**src/rtl/comp_wide_serial.sv**
```systemverilog
// Byte-serial wide magnitude comparator, MSB byte first, with registered gt/lt/eq cascade.
// Optional macro COMP_EARLY_EXIT_EN: finish as soon as a byte decides the result.
module comp_wide_serial #(
    parameter int NBYTES = 4
) (
    input  logic       clk,
    input  logic       rst_n,
    input  logic       start,
    input  logic       byte_valid,
    input  logic [7:0] a_byte,
    input  logic [7:0] b_byte,
    output logic       busy,
    output logic       done,
    output logic       agtb,
    output logic       altb,
    output logic       aeqb
);

    localparam int CW = (NBYTES > 1) ? $clog2(NBYTES) : 1;
    localparam logic [CW-1:0] LAST_IDX = CW'(NBYTES - 1);

    typedef enum logic {IDLE, RUN} state_t;

    state_t        state, state_nxt;
    logic [CW-1:0] cnt, cnt_nxt;
    // Cascade and result vectors are packed as {gt, lt, eq}
    logic [2:0]    casc, casc_nxt;
    logic [2:0]    res, res_nxt;
    logic          done_nxt;
    logic [2:0]    casc_upd;
    logic          finish;

    function automatic logic [2:0] cmp_byte(input logic [7:0] a, input logic [7:0] b);
        return {a > b, a < b, a == b};
    endfunction

    always_comb begin
        state_nxt = state;
        cnt_nxt   = cnt;
        casc_nxt  = casc;
        res_nxt   = res;
        done_nxt  = 1'b0;
        casc_upd  = casc[0] ? cmp_byte(a_byte, b_byte) : casc;
`ifdef COMP_EARLY_EXIT_EN
        finish    = (cnt == LAST_IDX) || (casc[0] && (a_byte != b_byte));
`else
        finish    = (cnt == LAST_IDX);
`endif
        case (state)
            IDLE: begin
                if (start) begin
                    state_nxt = RUN;
                    cnt_nxt   = '0;
                    casc_nxt  = 3'b001;
                end
            end
            RUN: begin
                if (byte_valid) begin
                    casc_nxt = casc_upd;
                    cnt_nxt  = cnt + 1'b1;
                    if (finish) begin
                        state_nxt = IDLE;
                        res_nxt   = casc_upd;
                        done_nxt  = 1'b1;
                    end
                end
            end
            default: state_nxt = IDLE;
        endcase
    end

    always_ff @(posedge clk) begin
        if (!rst_n) begin
            state <= IDLE;
            cnt   <= '0;
            casc  <= 3'b001;
            res   <= 3'b000;
            done  <= 1'b0;
        end else begin
            state <= state_nxt;
            cnt   <= cnt_nxt;
            casc  <= casc_nxt;
            res   <= res_nxt;
            done  <= done_nxt;
        end
    end

    assign busy = (state == RUN);
    assign agtb = res[2];
    assign altb = res[1];
    assign aeqb = res[0];

endmodule

```
**config.mk**
```make
export PLATFORM = sky130hd
export DESIGN_NAME = comp_wide_serial
export DESIGN_NICKNAME = d
export VERILOG_FILES = /design/src/rtl/comp_wide_serial.sv
export SDC_FILE = /design/constraint.sdc
export NUM_CORES = 1
export LEC_CHECK = 0
export CORE_MARGIN = 5
export CORE_UTILIZATION = 44
export DETAILED_ROUTE_END_ITERATION = 12
export PLACE_DENSITY = 0.81
export SYNTH_ARGS = -nofsm -noshare
export SYNTH_HDL_FRONTEND = slang
export SYNTH_SLANG_ARGS = --single-unit
```
**constraint.sdc**
```tcl
create_clock -name clk -period 2.79 [get_ports clk]
set_input_delay 0.558 -clock clk [delete_from_list [all_inputs] [get_ports clk]]
set_output_delay 0.558 -clock clk [all_outputs]
set_load 0.05 [all_outputs]
```
==> results.md <==
- Final setup fails: 0
- CTS Hold Bufs: 0
- N_diodes: 0
- Placer congestion estimate: 0.7571
- Synth Register Bits: 10
- Lkg Pwr: 0.3973 nW
- RSZ-0062 raised after global routing: no
- Crit share post-route: 0.7413
- Finished Cell Area: 893.4 sq um
- Worst slack at placement: 516.8 ps
- Initial antenna violation count: 0
- Vias in the first global route: 533
- Final setup TNS: 0 ps
- Most frequent cells in the layout: clkdlybuf4s50_1, inv_1, dfxtp_1
- Top-Level Pins: 25
- Post-CTS Resized: 0
- DP Cell Count: 109
- ANT nets after route: 0
- Placed instance area: 870.8 sq um
- Synthesis-to-finish area growth: 42.52%
- Post-synthesis sequential area ratio: 0.3194
- Row count: 13
- Max-cap violations: 0
- Period minus WS final: 2068 ps
- Status: finished, final reports clean
- Initial Util: 0.4758
- Post-synth top area share: 0.3194
- Initial DRC Count: 5
- Sink Count: 10
- Critical path arrival: 1510 ps
- Post-CTS Setup Inserts: 0
- Fin util: 0.6781
- Hold Fails Final Rpt: 0
- Synth warn: 0
- Finished Layout Cells: 112
- Vias per inst: 5.348
- Clock Skew: 4.149 ps
- Max clock buf depth: 2
- Cell family with most CP delay: buffers and inverters
- Vias: 599
- Nets: 128
- Pre-Repair DR Iteration Count: 4
- Slack of the critical path: 721.8 ps
- CTS root buffer: clkbuf_4
- Core ar.: 1318 sq um
- Mapped cell area: 626.9 sq um
- Synth Area per Inst: 8.706 sq um
- Post-route DRC: 0
- FMAX: 483.5 MHz
- Cell Chain, Critical Path: clkdlybuf4s50_1
- Total Power: 0.3248 mW
- Endpoint type of the worst setup path: output port
- Max incr delay on CP: 840 ps
- Layout cells sized above 1: 0.08247
- Most common cell after layout, fill and taps aside: clkdlybuf4s50_1
- Die footprint: 2280 sq um
- H-tree lvl count: 1
- Pwr Density: 363.5 nW/um^2
- Min-Delay Path Class: reg2reg
- Slowest-stage cell, CP: clkdlybuf4s50_1
- All-Layer GR Usage: 0.1355
- Final Slew Violations: 0
- Worst vdd ir: 0.2775 mV
- CTS buffer count: 3
- # port buffers: 24
- Least-Margin Pin Slew: 508.6 ps
- Gr ovfl total: 0
- Synthesized net count: 101
- Clock Latency Late Sink: 260 ps
- Largest area contributor in the netlist: dfxtp_1
- Crit-path max FO: 7
- Detailed-route wire length per cell: 12.30 microns
- WP data required: 2230 ps
- Synth cell types: 27
- Setup CP Type: reg2out
- Post-DP HPWL: 1.163 mm
- Largest net degree at the start of global routing: 13
- Max_slew headroom: 0.6598
- CTS tree: yes
- Die span in y: 47.75 microns
- Hold Slack: 482.0 ps
- Final Routed Wirelength: 1.378 mm
- Chip width: 47.75 microns
- First-pass GRT wire length: 2.104 mm
- Area contributors post-synth: dfxtp_1, ha_1, inv_1
- WP buf/inv: 1
- Synth Instances: 72
- Clk slew on worst S/H paths: 60 ps
- FILL cells: 109
- Startpoint Class: flip-flop
[power breakdown]
group / switching (mW) / leakage [nW] / internal (mW)
logic: 0.0325 / 0.302 / 0.0438
registers: 0.00387 / 0.0813 / 0.147
clock network: 0.0479 / 0.0138 / 0.0498
total: 0.0843 / 0.397 / 0.240
[logic make-up after synthesis]
family	Yosys count	synth area share
multiplexers	1	0.01597
AO/OA/AOI/OAI	18	0.1916
flip-flops	10	0.3194
buffers and inverters	13	0.08981
AND/OR/NAND/NOR	21	0.2036
adder cells (fa/ha/maj)	9	0.1796
[routing by layer]
| metal | global-route usage | vias up | wire length, microns |
|---|---|---|---|
| li1 | - | 306 | - |
| met1 | 0.1535 | 272 | 625 |
| met2 | 0.2348 | 18 | 628 |
| met3 | 0.02256 | 3 | 102 |
| met4 | 0.08065 | 0 | 23 |
| met5 | 0 | - | 0 |
[state kept, by name, indices dropped and copies added, names as in the netlist]
name  count
cnt       2
casc      3
busy      1
res       3
done      1
[worst paths after layout]
check | startpoint | to | slack, ps | cells after the start
setup / recovery | busy | busy | 720 | 1
hold reg to reg | casc[2] | casc[2] | 480 | 2
hold / removal | casc[2] | casc[2] | 480 | 2
setup reg to reg | cnt[0] | res[2] | 1410 | 4
[cells in the mapped netlist]
library cell  instances
a211oi_2              1
a21o_1                1
a21oi_1               3
a22oi_1               1
a31o_1                1
and2_2                2
and3_1                2
buf_6                 1
clkbuf_1              1
dfxtp_1              10
ha_1                  9
inv_1                11
mux2i_1               1
nand2_1               3
nand3_1               1
nand3b_1              1
nand4_1               3
nor2_1                2
nor2b_1               4
nor3_2                1
o211ai_1              1
o21a_1                1
o21ai_0               6
o221a_2               1
o22ai_1               2
or3_1                 1
or3b_1                1
[area by class of cell]
| type | count | area (sq um) | area share |
|---|---|---|---|
| multi-input combinational | 49 | 370.4 | 0.4146 |
| timing repair buffer | 24 | 240.2 | 0.2689 |
| sequential | 10 | 200.2 | 0.2241 |
| inverter | 11 | 41.29 | 0.04622 |
| clock buffer | 3 | 22.52 | 0.02521 |
| tap | 15 | 18.77 | 0.02101 |
Note: power is estimated with default switching activity, not from simulation.
